`config.mk`:
```
export PLATFORM = sky130hd
export DESIGN_NAME = atm_hdr_xlate
export DESIGN_NICKNAME = d
export VERILOG_FILES = /design/src/rtl/atm_pkg.sv /design/src/rtl/atm_hec_gen.sv /design/src/rtl/atm_hdr_xlate.sv
export SDC_FILE = /design/constraint.sdc
export NUM_CORES = 1
export LEC_CHECK = 0
export BUFFER_PORTS_ARGS = -buffer_cell sky130_fd_sc_hd__buf_2
export CELL_PAD_IN_SITES_DETAIL_PLACEMENT = 0
export CELL_PAD_IN_SITES_GLOBAL_PLACEMENT = 1
export CORE_MARGIN = 2
export CORE_UTILIZATION = 45
export CTS_CLUSTER_DIAMETER = 120
export DETAILED_ROUTE_END_ITERATION = 10
export PLACE_DENSITY_LB_ADDON = 0.15
export SYNTH_ARGS = -nofsm -noshare
export SYNTH_HDL_FRONTEND = slang
export SYNTH_HIERARCHICAL = 1
export SYNTH_SLANG_ARGS = --single-unit
```
`constraint.sdc`:
```
create_clock -name clk -period 4.2 [get_ports clk]
set_input_delay 0 -clock clk [delete_from_list [all_inputs] [get_ports clk]]
set_output_delay 0 -clock clk [all_outputs]
set_load 0.01 [all_outputs]
```
`src/rtl/atm_pkg.sv`:
```
// Shared types, cell framing constants and the HEC CRC-8 step used by the
// ATM UNI->NNI header translator.
package atm_pkg;

    localparam int HDR_BYTES  = 5;
    localparam int CELL_BYTES = 53;
    localparam int NVPI_W     = 12;
    localparam int FWD_W      = 4;

    localparam logic [7:0] HEC_COSET = 8'h55;

    typedef struct packed {
        logic [3:0]  gfc;
        logic [7:0]  vpi;
        logic [15:0] vci;
        logic [2:0]  pt;
        logic        clp;
    } uni_hdr_t;

    typedef struct packed {
        logic [11:0] nvpi;
        logic [15:0] vci;
        logic [2:0]  pt;
        logic        clp;
    } nni_hdr_t;

    typedef struct packed {
        logic [FWD_W-1:0]  fwd;
        logic [NVPI_W-1:0] nvpi;
    } lut_entry_t;

    typedef enum logic [2:0] {
        ST_HUNT,
        ST_HDR,
        ST_LOOKUP,
        ST_LOOKUP_RSP,
        ST_EMIT_HDR,
        ST_PAY,
        ST_DROP
    } state_t;

    // CRC-8 (x^8+x^2+x+1), MSB-first, one byte per call.
    function automatic logic [7:0] hec_next(input logic [7:0] crc, input logic [7:0] data);
        logic [7:0] c;
        c = crc ^ data;
        for (int i = 0; i < 8; i++) begin
            c = c[7] ? ((c << 1) ^ 8'h07) : (c << 1);
        end
        return c;
    endfunction

endpackage

```
`src/rtl/atm_hec_gen.sv`:
```
// Byte-serial CRC-8 accumulator; clear together with step seeds the CRC with
// the first byte of a new header.
module atm_hec_gen
    import atm_pkg::*;
(
    input  logic       clk,
    input  logic       rst_n,
    input  logic       clear,
    input  logic       step,
    input  logic [7:0] data,
    output logic [7:0] crc
);

    always_ff @(posedge clk or negedge rst_n) begin
        if (!rst_n) begin
            crc <= 8'h00;
        end else if (step) begin
            crc <= hec_next(clear ? 8'h00 : crc, data);
        end else if (clear) begin
            crc <= 8'h00;
        end
    end

endmodule

```
`src/rtl/atm_hdr_xlate.sv`:
```
// UNI->NNI cell header translator: HEC check, VPI lookup, header rewrite with
// regenerated HEC, payload pass-through, drop counting.
//
// state         | meaning
// ST_HUNT       | wait for a byte flagged in_soc
// ST_HDR        | collect UNI header bytes 1..4
// ST_LOOKUP     | LUT read strobe with the UNI VPI
// ST_LOOKUP_RSP | LUT data valid; check HEC/fwd, start emitting or drop
// ST_EMIT_HDR   | emit NNI header bytes (b4 = regenerated HEC)
// ST_PAY        | pass payload bytes 5..52 through the output register
// ST_DROP       | swallow payload bytes 5..52
module atm_hdr_xlate
    import atm_pkg::*;
#(
    parameter int NumTx = 4,
    parameter int LutAw = 8,
    parameter int CntW  = 16
) (
    input  logic                clk,
    input  logic                rst_n,
    input  logic                in_valid,
    output logic                in_ready,
    input  logic                in_soc,
    input  logic [7:0]          in_data,
    output logic                out_valid,
    input  logic                out_ready,
    output logic                out_soc,
    output logic                out_eoc,
    output logic [7:0]          out_data,
    output logic [NumTx-1:0]    out_fwd,
    output logic                lut_rd_en,
    output logic [LutAw-1:0]    lut_addr,
    input  logic [NumTx+11:0]   lut_rdata,
    output logic [CntW-1:0]     hec_err_cnt,
    output logic [CntW-1:0]     nofwd_cnt
);

    localparam logic [5:0] HDR_LAST  = 6'(HDR_BYTES - 1);
    localparam logic [5:0] CELL_LAST = 6'(CELL_BYTES - 1);

    state_t             state, state_nxt;
    logic [5:0]         byte_cnt, cnt_nxt;
    logic [27:0]        hdr_q;          // {vpi, vci, pt, clp}; GFC is not carried to NNI
    logic               hec_ok;
    logic [NumTx-1:0]   fwd_q;
    logic [11:0]        nvpi_q;

    logic [7:0]         crc;
    logic               hec_clr, hec_step;
    logic [7:0]         hec_din;

    logic               hdr_we;
    logic [1:0]         hdr_idx;
    logic               hec_chk;
    logic               lut_load;
    logic               out_load;
    logic [7:0]         ld_data;
    logic               ld_soc, ld_eoc;
    logic [NumTx-1:0]   ld_fwd;
    logic               hec_inc, nofwd_inc;

    logic               out_free;
    logic [NumTx-1:0]   lut_fwd;
    logic [11:0]        lut_nvpi;
    nni_hdr_t           nni;
    logic [31:0]        nni_bits;
    logic [7:0]         nni_byte;

    assign lut_fwd  = lut_rdata[NumTx+11:12];
    assign lut_nvpi = lut_rdata[11:0];
    assign out_free = !out_valid || out_ready;

    atm_hec_gen u_hec (
        .clk   (clk),
        .rst_n (rst_n),
        .clear (hec_clr),
        .step  (hec_step),
        .data  (hec_din),
        .crc   (crc)
    );

    // NNI b0 is emitted straight from the LUT response to meet the 3-cycle latency.
    always_comb begin
        nni.nvpi = (state == ST_LOOKUP_RSP) ? lut_nvpi : nvpi_q;
        nni.vci  = hdr_q[19:4];
        nni.pt   = hdr_q[3:1];
        nni.clp  = hdr_q[0];
        nni_bits = nni;
        case (byte_cnt[1:0])
            2'd0:    nni_byte = nni_bits[31:24];
            2'd1:    nni_byte = nni_bits[23:16];
            2'd2:    nni_byte = nni_bits[15:8];
            default: nni_byte = nni_bits[7:0];
        endcase
    end

    always_comb begin
        state_nxt = state;
        cnt_nxt   = byte_cnt;
        in_ready  = 1'b0;
        lut_rd_en = 1'b0;
        lut_addr  = '0;
        hec_clr   = 1'b0;
        hec_step  = 1'b0;
        hec_din   = in_data;
        hdr_we    = 1'b0;
        hdr_idx   = byte_cnt[1:0];
        hec_chk   = 1'b0;
        lut_load  = 1'b0;
        out_load  = 1'b0;
        ld_data   = in_data;
        ld_soc    = 1'b0;
        ld_eoc    = 1'b0;
        ld_fwd    = fwd_q;
        hec_inc   = 1'b0;
        nofwd_inc = 1'b0;

        case (state)
            ST_HUNT: begin
                in_ready = 1'b1;
                if (in_valid && in_soc) begin
                    hdr_we    = 1'b1;
                    hdr_idx   = 2'd0;
                    hec_clr   = 1'b1;
                    hec_step  = 1'b1;
                    cnt_nxt   = 6'd1;
                    state_nxt = ST_HDR;
                end
            end
            ST_HDR: begin
                in_ready = 1'b1;
                if (in_valid) begin
                    if (in_soc) begin
                        hdr_we   = 1'b1;
                        hdr_idx  = 2'd0;
                        hec_clr  = 1'b1;
                        hec_step = 1'b1;
                        cnt_nxt  = 6'd1;
                    end else if (byte_cnt == HDR_LAST) begin
                        hec_chk   = 1'b1;
                        cnt_nxt   = 6'd0;
                        state_nxt = ST_LOOKUP;
                    end else begin
                        hdr_we   = 1'b1;
                        hec_step = 1'b1;
                        cnt_nxt  = byte_cnt + 6'd1;
                    end
                end
            end
            ST_LOOKUP: begin
                lut_rd_en = 1'b1;
                lut_addr  = LutAw'(hdr_q[27:20]);
                state_nxt = ST_LOOKUP_RSP;
            end
            ST_LOOKUP_RSP: begin
                lut_load = 1'b1;
                if (!hec_ok) begin
                    hec_inc   = 1'b1;
                    cnt_nxt   = HDR_LAST + 6'd1;
                    state_nxt = ST_DROP;
                end else if (lut_fwd == '0) begin
                    nofwd_inc = 1'b1;
                    cnt_nxt   = HDR_LAST + 6'd1;
                    state_nxt = ST_DROP;
                end else begin
                    state_nxt = ST_EMIT_HDR;
                    if (out_free) begin
                        out_load = 1'b1;
                        ld_data  = nni_byte;
                        ld_soc   = 1'b1;
                        ld_fwd   = lut_fwd;
                        hec_clr  = 1'b1;
                        hec_step = 1'b1;
                        hec_din  = nni_byte;
                        cnt_nxt  = 6'd1;
                    end
                end
            end
            ST_EMIT_HDR: begin
                if (out_free) begin
                    out_load = 1'b1;
                    ld_soc   = (byte_cnt == 6'd0);
                    if (byte_cnt == HDR_LAST) begin
                        ld_data   = crc ^ HEC_COSET;
                        cnt_nxt   = HDR_LAST + 6'd1;
                        state_nxt = ST_PAY;
                    end else begin
                        ld_data  = nni_byte;
                        hec_clr  = (byte_cnt == 6'd0);
                        hec_step = 1'b1;
                        hec_din  = nni_byte;
                        cnt_nxt  = byte_cnt + 6'd1;
                    end
                end
            end
            ST_PAY: begin
                in_ready = out_free;
                if (in_valid && out_free) begin
                    out_load = 1'b1;
                    ld_eoc   = (byte_cnt == CELL_LAST);
                    if (byte_cnt == CELL_LAST) begin
                        cnt_nxt   = 6'd0;
                        state_nxt = ST_HUNT;
                    end else begin
                        cnt_nxt = byte_cnt + 6'd1;
                    end
                end
            end
            ST_DROP: begin
                in_ready = 1'b1;
                if (in_valid) begin
                    if (byte_cnt == CELL_LAST) begin
                        cnt_nxt   = 6'd0;
                        state_nxt = ST_HUNT;
                    end else begin
                        cnt_nxt = byte_cnt + 6'd1;
                    end
                end
            end
            default: begin
                cnt_nxt   = 6'd0;
                state_nxt = ST_HUNT;
            end
        endcase
    end

    always_ff @(posedge clk or negedge rst_n) begin
        if (!rst_n) begin
            state       <= ST_HUNT;
            byte_cnt    <= 6'd0;
            hdr_q       <= '0;
            hec_ok      <= 1'b0;
            fwd_q       <= '0;
            nvpi_q      <= '0;
            out_valid   <= 1'b0;
            out_soc     <= 1'b0;
            out_eoc     <= 1'b0;
            out_data    <= 8'h00;
            out_fwd     <= '0;
            hec_err_cnt <= '0;
            nofwd_cnt   <= '0;
        end else begin
            state    <= state_nxt;
            byte_cnt <= cnt_nxt;

            if (hdr_we) begin
                case (hdr_idx)
                    2'd0:    hdr_q[27:24] <= in_data[3:0];
                    2'd1:    hdr_q[23:16] <= in_data;
                    2'd2:    hdr_q[15:8]  <= in_data;
                    default: hdr_q[7:0]   <= in_data;
                endcase
            end

            if (hec_chk) begin
                hec_ok <= (in_data == (crc ^ HEC_COSET));
            end

            if (lut_load) begin
                fwd_q  <= lut_fwd;
                nvpi_q <= lut_nvpi;
            end

            if (out_load) begin
                out_valid <= 1'b1;
                out_data  <= ld_data;
                out_soc   <= ld_soc;
                out_eoc   <= ld_eoc;
                out_fwd   <= ld_fwd;
            end else if (out_ready) begin
                out_valid <= 1'b0;
                out_soc   <= 1'b0;
                out_eoc   <= 1'b0;
            end

            if (hec_inc && (hec_err_cnt != {CntW{1'b1}})) begin
                hec_err_cnt <= hec_err_cnt + 1'b1;
            end
            if (nofwd_inc && (nofwd_cnt != {CntW{1'b1}})) begin
                nofwd_cnt <= nofwd_cnt + 1'b1;
            end
        end
    end

endmodule

```
==> summary.txt <==
Status
  – Status: completed

Detailed routing
  – DRT Wirelength: 14.4 mm
  – Residual DRC: 0
  – 1st-iter DRT viols: 276
  – ANT nets after route: 0
  – First drt pass iteration count: 4
  – Vias per cell: 5.39
  – Routed vias: 4578
  – DR WL/cell: 16.9 um

GRT
  – Vias in the first global route: 4512
  – Pin count of the biggest net entering global routing: 74
  – Tot GR Track Use: 0.212
  – Total grt overflow: 0
  – First-pass GRT wire length: 23.8 mm
  – Antenna violations before repair: 0

Critical path
  – Reg2reg setup slack: 0.48 ns
  – Worst Reg2Reg Path Length in Cells: 12
  – Bufs and invs on worst path: 1
  – Max incr delay on CP: 0.50 ns
  – Critical Path RT: 4.44 ns
  – Slowest cell on crit path: a31oi_4
  – Worst setup path startpoint: byte_cnt[0]$_DFFE_PN0P_
  – Setup crit end kind: register
  – Startpoint Class: register
  – Crit Path Max Fanout: 17
  – Worst path cell trace: inv_1, ha_1, nor4b_4, nand2_1, a31oi_4, a211oi_1, a21o_1, xor2_1, xnor3_1, xnor3_1, nand2_1, xnor2_1
  – RR Startpoint: byte_cnt[0]$_DFFE_PN0P_
  – Cell family with most CP delay: XOR/XNOR gates
  – Worst EP arrival: 3.96 ns
  – Reg2reg end: u_hec/crc[2]$_DFF_PN0_
  – Critical path class: reg -> reg

Yosys
  – Top cell type's share of synthesized area: 0.459
  – Net Count, Synth: 606
  – Post-Syn Instances: 571
  – Unique masters post-synth: 74
  – Prevailing post-synth register cell: dfrtp_1
  – Yosys Warn Count: 6
  – Avg Inst Size Synth: 10.4 sq um
  – Post-synth top area cell: dfrtp_1
  – Post-synthesis sequential area ratio: 0.459
  – FF+latch count, synth: 109
  – EDFF count, synth: 0
  – Post-Syn Area: 5940 sq um
  – Area contributors post-synth: dfrtp_1 46%, mux2_2 8.5%, xnor2_1 4.9%
  – Async set-reset flop share out of synthesis: 1.00

CTS
  – Post-CTS sizing: 0
  – Clock latency at the later pin of the worst-skew pair: 0.35 ns
  – CTS clk-pin slew, worst paths: 0.07 ns
  – CTS H-tree lvls: 3
  – CTS tree: done
  – CTS sink count: 109
  – Root buf cell: clkbuf_16
  – CTS Buffer Depth: 2
  – CTS buffer count: 9

STA
  – Number of hold violations in the final report: 0
  – Peak Freq: 269 MHz
  – Fin Clk Skew: 0.00660 ns
  – Worst slew margin: 0.373
  – Final slew viol count: 0
  – Worst Max-Slew Pin Slew: 0.940 ns
  – Fin crit period: 3.72 ns
  – Final-report setup violation count: 0
  – Crit share post-route: 0.886
  – Unrepaired setup endpoints after global routing: false
  – Setup TNS: 0 ns

Final layout
  – Layout cells sized above 1: 0.261
  – Final core utilization: 0.547
  – N_diodes: 0
  – Cell Count, Final, Fillers Out: 850
  – Area Overhead vs Synth: 17.7%
  – Nets: 708

Power
  – Pleak: 3.23 nW
  – Max IR drop VDD: 0.267 mV
  – PD cells: 646 nW/um^2

Placed design
  – Hpwl dp: 10.4 mm
  – Final Wtd Congestion: 0.852
  – Dpl cells: 815
  – Port buffer count: 85

Worst hold path
  – WHS Path Cells: 2
  – Worst hold path endpoint: hdr_q[5]$_DFFE_PN0P_
  – Hold Startpoint: in_data[5]
  – Hold WC Path Type: in -> reg

Floorplanning
  – Number of I/O pins: 86
  – Rows: 41
  – Core Region: 12800 sq um
  – Die width: 119 um
  – Initial Util: 0.465
  – Die Span Y: 119 um
  – DIE AREA: 14100 sq um

Flow run
  – # Max-Cap Violations: 0
cell families (layout without fill, tap and decap cells):
kind of cell	Yosys count	after routing	share of synthesized area
buffers and inverters	38	145	0.0303
multiplexers	49	49	0.0921
adder cells (fa/ha/maj)	6	6	0.0126
flip-flops	109	109	0.459
AO/OA/AOI/OAI	104	104	0.125
AND/OR/NAND/NOR	203	203	0.183
XOR/XNOR	62	62	0.0973
per-layer routing:
metal  up-vias  global-route usage  wire length, um
li1       2239                   -                -
met1      2219               0.307             7100
met2       106               0.329             6550
met3        14              0.0302              537
met4         0              0.0714              218
met5         -                   0                0
what timing repair did:
action / CTS / global route
hold endpoints to repair: 91 / 0
setup buffers: 0 / 0
hold buffers: 19 / 0
per-stage QoR:
step	setup slack, ns	total power (W)	hold WS, ns	area [sq um]
2_1_floorplan	0.950	0.00315	-0.296	5940
5_1_grt	0.172	0.00483	0.0160	6990
3_3_place_gp	0.657	0.00366	0.193	6520
4_1_cts	0.474	0.00455	0.00449	6990
6_report	0.479	0.00452	0.0212	6990
3_5_place_dp	0.461	0.00370	0.219	6520
cell type report:
class | instances | area (sq um)
Inverter | 18 | 67.6
Clock inverter | 6 | 41.3
Multi-Input combinational cell | 424 | 3030
Fill cell | 1139 | 5780
Timing Repair Buffer | 111 | 671
Clock buffer | 10 | 239
Sequential cell | 109 | 2730
Tap cell | 172 | 215
synth_stat cells (all sizes together) (3+ instances only):
master,count
o22ai,4
nand4,12
nor3,8
inv,18
a31oi,13
mux2i,4
nor2b,12
or2,4
and2,10
a22oi,5
nand2b,6
a211o,7
nand2,67
dfrtp,109
mux2,45
a221o,4
nand3,21
nor2,41
a221oi,4
nor3b,5
xnor2,34
o211ai,7
buf,13
xor2,26
nor4,3
clkbuf,7
a21oi,18
ha,6
and3,4
o21ai,19
how the worst max path moves through the flow:
| stage | endpoint | depth (start not counted) |
|---|---|---|
| after floorplan | u_hec/crc[2]$_DFF_PN0_ | 13 |
| after global placement | u_hec/crc[2]$_DFF_PN0_ | 12 |
| after detailed placement | u_hec/crc[2]$_DFF_PN0_ | 12 |
| after CTS | u_hec/crc[2]$_DFF_PN0_ | 12 |
| after global routing | u_hec/crc[2]$_DFF_PN0_ | 12 |
| final | u_hec/crc[2]$_DFF_PN0_ | 12 |
flip-flops by register name, indices dropped and copies added, names as in the netlist:
register / count
fwd_q: 4
nofwd_cnt: 16
out_data: 8
out_soc: 1
out_valid: 1
state: 3
hec_err_cnt: 16
byte_cnt: 6
u_hec/crc: 8
hec_ok: 1
hdr_q: 28
nvpi_q: 12
out_eoc: 1
out_fwd: 4
layout by cell type (no fill, tap or decap), drive strengths merged, types with 5 or more instances in the layout:
cell / instances
a211o: 7
a21oi: 18
a22oi: 5
a31oi: 13
and2: 10
buf: 92
clkbuf: 10
dfrtp: 109
dlygate4sd3: 19
ha: 6
inv: 21
mux2: 45
nand2: 67
nand2b: 6
nand3: 21
nand4: 12
nor2: 41
nor2b: 12
nor3: 8
nor3b: 5
o211ai: 7
o21ai: 19
xnor2: 34
xor2: 26
report_power, final:
| group | total [W] | switching (W) | internal (W) |
|---|---|---|---|
| clock | 0.000822 | 0.000399 | 0.000423 |
| sequential | 0.00169 | 0.000308 | 0.00138 |
| combinational | 0.00201 | 0.00108 | 0.000933 |
worst register-to-register path, stage by stage (launching register included):
cell,delay (ns)
dfrtp_1,0.47
inv_1,0.23
ha_1,0.41
nor4b_4,0.29
nand2_1,0.21
a31oi_4,0.50
a211oi_1,0.15
a21o_1,0.22
xor2_1,0.21
xnor3_1,0.49
xnor3_1,0.23
nand2_1,0.06
xnor2_1,0.14
Note: power is estimated with default switching activity, not from simulation.
